`config.mk`:
```
export PLATFORM = sky130hd
export DESIGN_NAME = mem_arb_256x32
export DESIGN_NICKNAME = d
export VERILOG_FILES = /design/src/rtl/mem_arb_pkg.sv /design/src/rtl/rr_arb2.sv /design/src/rtl/mem_arb_256x32.sv
export SDC_FILE = /design/constraint.sdc
export NUM_CORES = 1
export LEC_CHECK = 0
export CAP_MARGIN = 25
export CORE_ASPECT_RATIO = 0.9
export CORE_MARGIN = 8
export CORE_UTILIZATION = 42
export CTS_BUF_LIST = sky130_fd_sc_hd__clkbuf_8 sky130_fd_sc_hd__clkbuf_16
export DETAILED_ROUTE_END_ITERATION = 8
export GPL_TIMING_DRIVEN = 1
export PLACE_DENSITY_LB_ADDON = 0.3
export SYNTH_ARGS = -nofsm -noshare
export SYNTH_HDL_FRONTEND = slang
export SYNTH_HIERARCHICAL = 1
export SYNTH_SLANG_ARGS = --single-unit
```
`constraint.sdc`:
```
create_clock -name clk -period 2.1 [get_ports clk]
set_input_delay 0.21 -clock clk [delete_from_list [all_inputs] [get_ports clk]]
set_output_delay 0.21 -clock clk [all_outputs]
set_load 0.1 [all_outputs]
```
`src/rtl/mem_arb_pkg.sv`:
```
`default_nettype none
// ============================================================================
//  Module   : mem_arb_pkg
//  Purpose  : Shared types and constants for the 256x32 memory arbiter:
//             sequencer state encoding, array geometry and requester IDs.
//  Revision : 1.0  initial release
// ============================================================================
package mem_arb_pkg;

  // Default array geometry
  localparam int c_aw = 8;
  localparam int c_dw = 32;

  // Number of words addressed by an AW-bit address
  function automatic int depth_of(input int aw);
    return 2 ** aw;
  endfunction

  localparam int c_depth = depth_of(c_aw);

  // Sequencer state encoding
  localparam logic c_st_run   = 1'b0;
  localparam logic c_st_clear = 1'b1;

  typedef enum logic [0:0] {
    ST_RUN   = c_st_run,
    ST_CLEAR = c_st_clear
  } state_e;

  // Requester identifiers carried with each command
  localparam logic c_port0 = 1'b0;
  localparam logic c_port1 = 1'b1;

endpackage
`default_nettype wire

```
`src/rtl/rr_arb2.sv`:
```
`default_nettype none
// ============================================================================
//  Module   : rr_arb2
//  Purpose  : Two-way round-robin arbiter. A single pointer names the
//             favoured requester; it flips only when both requesters compete
//             and the arbiter is allowed to advance.
//  Revision : 1.0  initial release
// ============================================================================
module rr_arb2 (
  input  logic       clk,
  input  logic       rstz,
  input  logic [1:0] req_i,
  input  logic       adv_i,
  output logic [1:0] gnt_o
);

  // 0 = port 0 favoured, 1 = port 1 favoured
  logic ptr_q;
  logic ptr_d;

  // Grant decision and next pointer; nothing is granted while advance is low
  always_comb begin
    gnt_o = 2'b00;
    ptr_d = ptr_q;
    if (adv_i) begin
      case (req_i)
        2'b01:   gnt_o = 2'b01;
        2'b10:   gnt_o = 2'b10;
        2'b11: begin
          gnt_o = ptr_q ? 2'b10 : 2'b01;
          ptr_d = ~ptr_q;
        end
        default: gnt_o = 2'b00;
      endcase
    end
  end

  // Pointer register, favours port 0 out of reset
  always_ff @(posedge clk or negedge rstz) begin
    if (!rstz) begin
      ptr_q <= 1'b0;
    end else begin
      ptr_q <= ptr_d;
    end
  end

endmodule
`default_nettype wire

```
`src/rtl/mem_arb_256x32.sv`:
```
`default_nettype none
// ============================================================================
//  Module   : mem_arb_256x32
//  Purpose  : Two-port round-robin arbiter and sequencer for the 256x32
//             single-port data memory. Granted commands pass through a
//             one-stage command register; reads return two cycles after the
//             grant. A clear sweep writes zero to every word on request.
//  Revision : 1.0  initial release
// ============================================================================
module mem_arb_256x32
  import mem_arb_pkg::*;
#(
  parameter int AW = c_aw,
  parameter int DW = c_dw
) (
  input  logic          clk,
  input  logic          rstz,
  inout  wire           dvdd,
  inout  wire           dgnd,
  input  logic          req0,
  input  logic          rw0,
  input  logic [AW-1:0] addr0,
  input  logic [DW-1:0] wdata0,
  input  logic          req1,
  input  logic          rw1,
  input  logic [AW-1:0] addr1,
  input  logic [DW-1:0] wdata1,
  output logic          gnt0,
  output logic          gnt1,
  output logic [DW-1:0] rdata0,
  output logic [DW-1:0] rdata1,
  output logic          rvalid0,
  output logic          rvalid1,
  input  logic          clr,
  output logic          busy,
  output logic          mem_en,
  output logic          mem_rw,
  output logic [AW-1:0] mem_addr,
  output logic [DW-1:0] mem_din,
  input  logic [DW-1:0] mem_dout
);

  // Last address of the clear sweep
  localparam logic [AW-1:0] c_cnt_last = AW'(depth_of(AW) - 1);

  // Supply pins carry no logic; tie them off so they do not float in lint
  wire w_unused_supply = ^{dvdd, dgnd};

  state_e        state_q;
  logic [AW-1:0] cnt_q;

  // Command register: valid, read flag, owner, plus the memory bus fields
  logic          cmd_vld_q;
  logic          cmd_rd_q;
  logic          cmd_own_q;
  logic          mem_rw_q;
  logic [AW-1:0] mem_addr_q;
  logic [DW-1:0] mem_din_q;

  logic [DW-1:0] rdata0_q;
  logic [DW-1:0] rdata1_q;
  logic          rvalid0_q;
  logic          rvalid1_q;

  logic          w_adv;
  logic [1:0]    w_gnt;
  logic          w_ret0;
  logic          w_ret1;

  // Arbitration only in RUN with no clear request; gnt is forced low in reset
  assign w_adv = rstz & (state_q == ST_RUN) & ~clr;

  rr_arb2 u_rr_arb2 (
    .clk   (clk),
    .rstz  (rstz),
    .req_i ({req1, req0}),
    .adv_i (w_adv),
    .gnt_o (w_gnt)
  );

  assign gnt0 = w_gnt[0];
  assign gnt1 = w_gnt[1];

  // Sequencer: loads the command register from a grant or from the sweep
  always_ff @(posedge clk or negedge rstz) begin
    if (!rstz) begin
      state_q    <= ST_RUN;
      cnt_q      <= '0;
      cmd_vld_q  <= 1'b0;
      cmd_rd_q   <= 1'b0;
      cmd_own_q  <= c_port0;
      mem_rw_q   <= 1'b1;
      mem_addr_q <= '0;
      mem_din_q  <= '0;
    end else begin
      // Idle bus by default; address and data keep their last values
      cmd_vld_q <= 1'b0;
      cmd_rd_q  <= 1'b0;
      mem_rw_q  <= 1'b1;
      case (state_q)
        ST_RUN: begin
          if (clr) begin
            state_q <= ST_CLEAR;
            cnt_q   <= '0;
          end else if (w_gnt[0]) begin
            cmd_vld_q  <= 1'b1;
            cmd_rd_q   <= rw0;
            cmd_own_q  <= c_port0;
            mem_rw_q   <= rw0;
            mem_addr_q <= addr0;
            mem_din_q  <= wdata0;
          end else if (w_gnt[1]) begin
            cmd_vld_q  <= 1'b1;
            cmd_rd_q   <= rw1;
            cmd_own_q  <= c_port1;
            mem_rw_q   <= rw1;
            mem_addr_q <= addr1;
            mem_din_q  <= wdata1;
          end
        end
        ST_CLEAR: begin
          // One zero write per cycle; the final one is on the bus in RUN
          cmd_vld_q  <= 1'b1;
          cmd_rd_q   <= 1'b0;
          mem_rw_q   <= 1'b0;
          mem_addr_q <= cnt_q;
          mem_din_q  <= '0;
          cnt_q      <= cnt_q + AW'(1);
          if (cnt_q == c_cnt_last) begin
            state_q <= ST_RUN;
          end
        end
        default: state_q <= ST_RUN;
      endcase
    end
  end

  // A read on the bus this cycle returns to the port that issued it
  assign w_ret0 = cmd_vld_q & cmd_rd_q & (cmd_own_q == c_port0);
  assign w_ret1 = cmd_vld_q & cmd_rd_q & (cmd_own_q == c_port1);

  // Per-port read data capture and one-cycle valid strobe
  always_ff @(posedge clk or negedge rstz) begin
    if (!rstz) begin
      rdata0_q  <= '0;
      rdata1_q  <= '0;
      rvalid0_q <= 1'b0;
      rvalid1_q <= 1'b0;
    end else begin
      rvalid0_q <= w_ret0;
      rvalid1_q <= w_ret1;
      if (w_ret0) begin
        rdata0_q <= mem_dout;
      end
      if (w_ret1) begin
        rdata1_q <= mem_dout;
      end
    end
  end

  assign busy     = (state_q == ST_CLEAR);
  assign mem_en   = cmd_vld_q;
  assign mem_rw   = mem_rw_q;
  assign mem_addr = mem_addr_q;
  assign mem_din  = mem_din_q;
  assign rdata0   = rdata0_q;
  assign rdata1   = rdata1_q;
  assign rvalid0  = rvalid0_q;
  assign rvalid1  = rvalid1_q;

endmodule
`default_nettype wire

```
==> flow_metrics.py <==
metrics = {
    "worst_hold_path": {
        "holdPathStages": 3,
        "hp-class": "input port to register",
        "holdCritStartpoint": "wdata1[29]",
        "whs_endpoint": "mem_din[29]",
    },
    "pwr": {
        "powerDensity_nw_per_um2": 983,
        "p_leak_nw": 3.50,
        "vdd_drop_max_mv": 0.480,
    },
    "placed_design": {
        "dpl.cell_count": 744,
        "gp_congestion": 0.758,
        "hpwl_mm": 10.6,
        "port_buffers": 229,
    },
    "routing": {
        "drt_iter0_drc": 84,
        "drt-total-wl_mm": 14.3,
        "antenna_left": 0,
        "vias": 3930,
        "viasPerCell": 5.04,
        "drc": 0,
        "first_pass_iters": 4,
        "post_drt_wl_per_cell_um": 18.3,
    },
    "setup_path": {
        "critPathMaxStageDelay_ns": 0.49,
        "crit_required_ns": 1.89,
        "cpMaxStageDelayCell": "dfrtp_4",
        "rr_endpoint": "mem_din[15]",
        "r2r_cells": 9,
        "cp.arrival_ns": 1.78,
        "end_kind": "output port",
        "cp_num_buf_inv": 2,
        "reg2reg_from": "busy",
        "crit_path_cell_trace": "nor2_4 -> and2_4 -> nand2_1 -> a21oi_4 -> buf_4 -> buf_12",
        "cp-start-kind": "register",
        "crit_family": "flip-flops",
        "critPathKind": "register to output port",
        "crit_fanout": 12,
        "r2r_setup_slack_ns": 0.18,
    },
    "timing": {
        "unconstrained_endpoints": 2,
        "timing.final.crit_share_pct": 94.8,
        "hold_viol_final": 0,
        "finalSetupViolations": 0,
        "tightest_slew_ns": 0.806,
        "max_slew_margin_pct": 46.3,
        "period_minus_slack_ns": 1.99,
        "fin_skew_ns": 0.00788,
        "drv_slew": 0,
        "finalSetupTns_ns": 0,
        "maxClockFrequency_mhz": 502,
        "rsz0062_at_grt": "no",
    },
    "clocking": {
        "numClockSinks": 120,
        "cts_buffer_depth": 2,
        "cts_root_buffer": "clkbuf_16",
        "path_clk_slew_ns": 0.05,
        "ctsResizeCount": 0,
        "cts_tree": "done",
        "cts_made_buffers": 17,
        "clock_latency_ns": 0.40,
        "htreeDepth": 4,
    },
    "synthesis": {
        "syn_nets": 488,
        "ys_seq_elements": 120,
        "ys_warn_count": 6,
        "avgSynthCellArea_um2": 13.8,
        "synth_cell_types": 38,
        "syn_inst": 366,
        "synth_area_um2": 5050,
        "seq_area_frac_synth_pct": 59.5,
    },
    "floorplan": {
        "pin_count": 232,
        "die_w_um": 132,
        "die_area_um2": 15800,
        "core_um2": 11900,
        "fp-row-count": 38,
        "start_util_pct": 42.5,
        "die_y_um": 120,
    },
    "grt": {
        "antenna_found_initial": 0,
        "gr-total-overflow": 0,
        "grt_pass1_wl_mm": 23.6,
        "grt_use_total_pct": 18.7,
        "grt_max_degree": 68,
        "grt_pass1_vias": 4445,
    },
    "final_layout": {
        "multiInputGateArea_um2": 1920,
        "final_cell_mix": "buf_4, dfrtp_1, clkdlybuf4s50_1, mux2_2, mux2i_1",
        "num_antenna_cells": 0,
        "fillCellCount": 891,
        "layout.cells.non_filler": 779,
        "seqCellArea_um2": 3010,
        "nets": 729,
        "final_common_cell": "buf_4",
        "syn2layout_area_growth_pct": 58.5,
        "layout-drive-gt1-share_pct": 37.5,
    },
    "run": {
        "cap_violations": 0,
    },
    "outcome": {
        "status": "completed",
    },
}
==> metrics by stage <==
step	utilization [%]	worst slack (ns)	hold WS [ns]	total power, mW	instance area (µm²)
after floorplan	-	-0.674	-0.0856	4.19	5100
after global placement	61.5	0.0941	0.397	4.82	7310
after detailed placement	61.5	0.0471	0.414	4.87	7310
after CTS	67.2	0.00399	0.421	7.94	7990
after global routing	67.3	0.0352	0.428	8.17	8000
final	67.3	0.109	0.433	7.86	8000
==> logic make-up (layout without fill, tap and decap cells) <==
family	count (synthesis)	in the layout	share of synthesized area (%)
xor+xnor	3	3	0.521
simple gates	49	49	5.40
fa+ha+maj	1	1	0.248
flops	120	120	59.5
compound gates	68	68	10.5
buf+inv	28	281	3.02
mux	97	97	20.8
==> cell type report <==
| type | count | share of cell area, % |
|---|---|---|
| multi-input combinational | 218 | 24.0 |
| tap | 160 | 2.50 |
| inverter | 4 | 0.188 |
| timing repair buffer | 246 | 27.9 |
| clock inverter | 10 | 1.88 |
| clock buffer | 21 | 6.00 |
| sequential | 120 | 37.6 |
==> power by group <==
group	internal (mW)	switching, mW	leakage [nW]
sequential	2.55	0.214	1.48
clock	2.09	0.947	0.317
combinational	0.635	1.43	1.70
==> how the worst max path moves through the flow <==
stage,startpoint,endpoint,slack [ns],cells past startpoint
2_1_floorplan,busy,mem_addr[1],-0.67,10
3_5_place_dp,clr,mem_addr[7],0.05,9
6_report,busy,gnt1,0.11,6
4_1_cts,busy,gnt0,0.004,6
5_1_grt,busy,gnt1,0.04,6
3_3_place_gp,clr,mem_din[1],0.09,9
==> cells in the mapped netlist (all sizes together) <==
cell type	number	area, µm²
mux2	64	721
o21ai	5	28.8
o21ba	1	10.0
and2	1	6.26
nand4b	1	8.76
xnor2	2	17.5
nor2	5	26.3
or2	1	6.26
a21oi	16	80.1
xor2	1	8.76
nand2b	3	18.8
o2bb2ai	32	280
dfrtp	119	2980
a211o	1	8.76
a31oi	1	6.26
nand3	4	20.0
a41oi	2	17.5
a221o	7	70.1
nor3b	1	7.51
dfstp	1	26.3
clkbuf	3	11.3
a21o	1	7.51
and3	2	12.5
and4	1	8.76
a22oi	1	7.51
buf	21	126
nand3b	9	67.6
inv	4	15.0
mux2i	33	330
o221a	1	11.3
and4b	1	10.0
ha	1	12.5
nand2	18	67.6
nor2b	2	12.5
==> timing repair <==
| action | 4_1_cts | 5_1_grt |
|---|---|---|
| endpoints found under the hold margin | 52 | 0 |
| setup buffers | 0 | 2 |
| pin swaps | 0 | 0 |
| setup endpoints to repair | 1 | 1 |
| hold buffers | 1 | 0 |
| cloned | 1 | 0 |
==> worst reg2reg max path, delay by kind of cell, from the launching register on <==
kind,cells,cell delay [ns]
AOI/OAI and AO/OA,3,0.62
DFF,1,0.49
and+or+nand+nor,4,0.34
buffers and inverters,2,0.34
==> per-layer routing <==
metal	vias to the layer above	part of all wire, %	global-route usage (%)
met5	-	0	0
met3	13	10	9.52
met1	1906	43	22.6
met2	189	46	29.0
li1	1822	-	-
met4	0	1.0	5.45
==> registers in the layout, summed over array words and instances, names as in the netlist, 8 cells and up <==
| register | cells |
|---|---|
| mem_din | 32 |
| rdata0 | 32 |
| mem_addr | 8 |
| rdata1 | 32 |
| cnt_q | 8 |
Note: power is estimated with default switching activity, not from simulation.
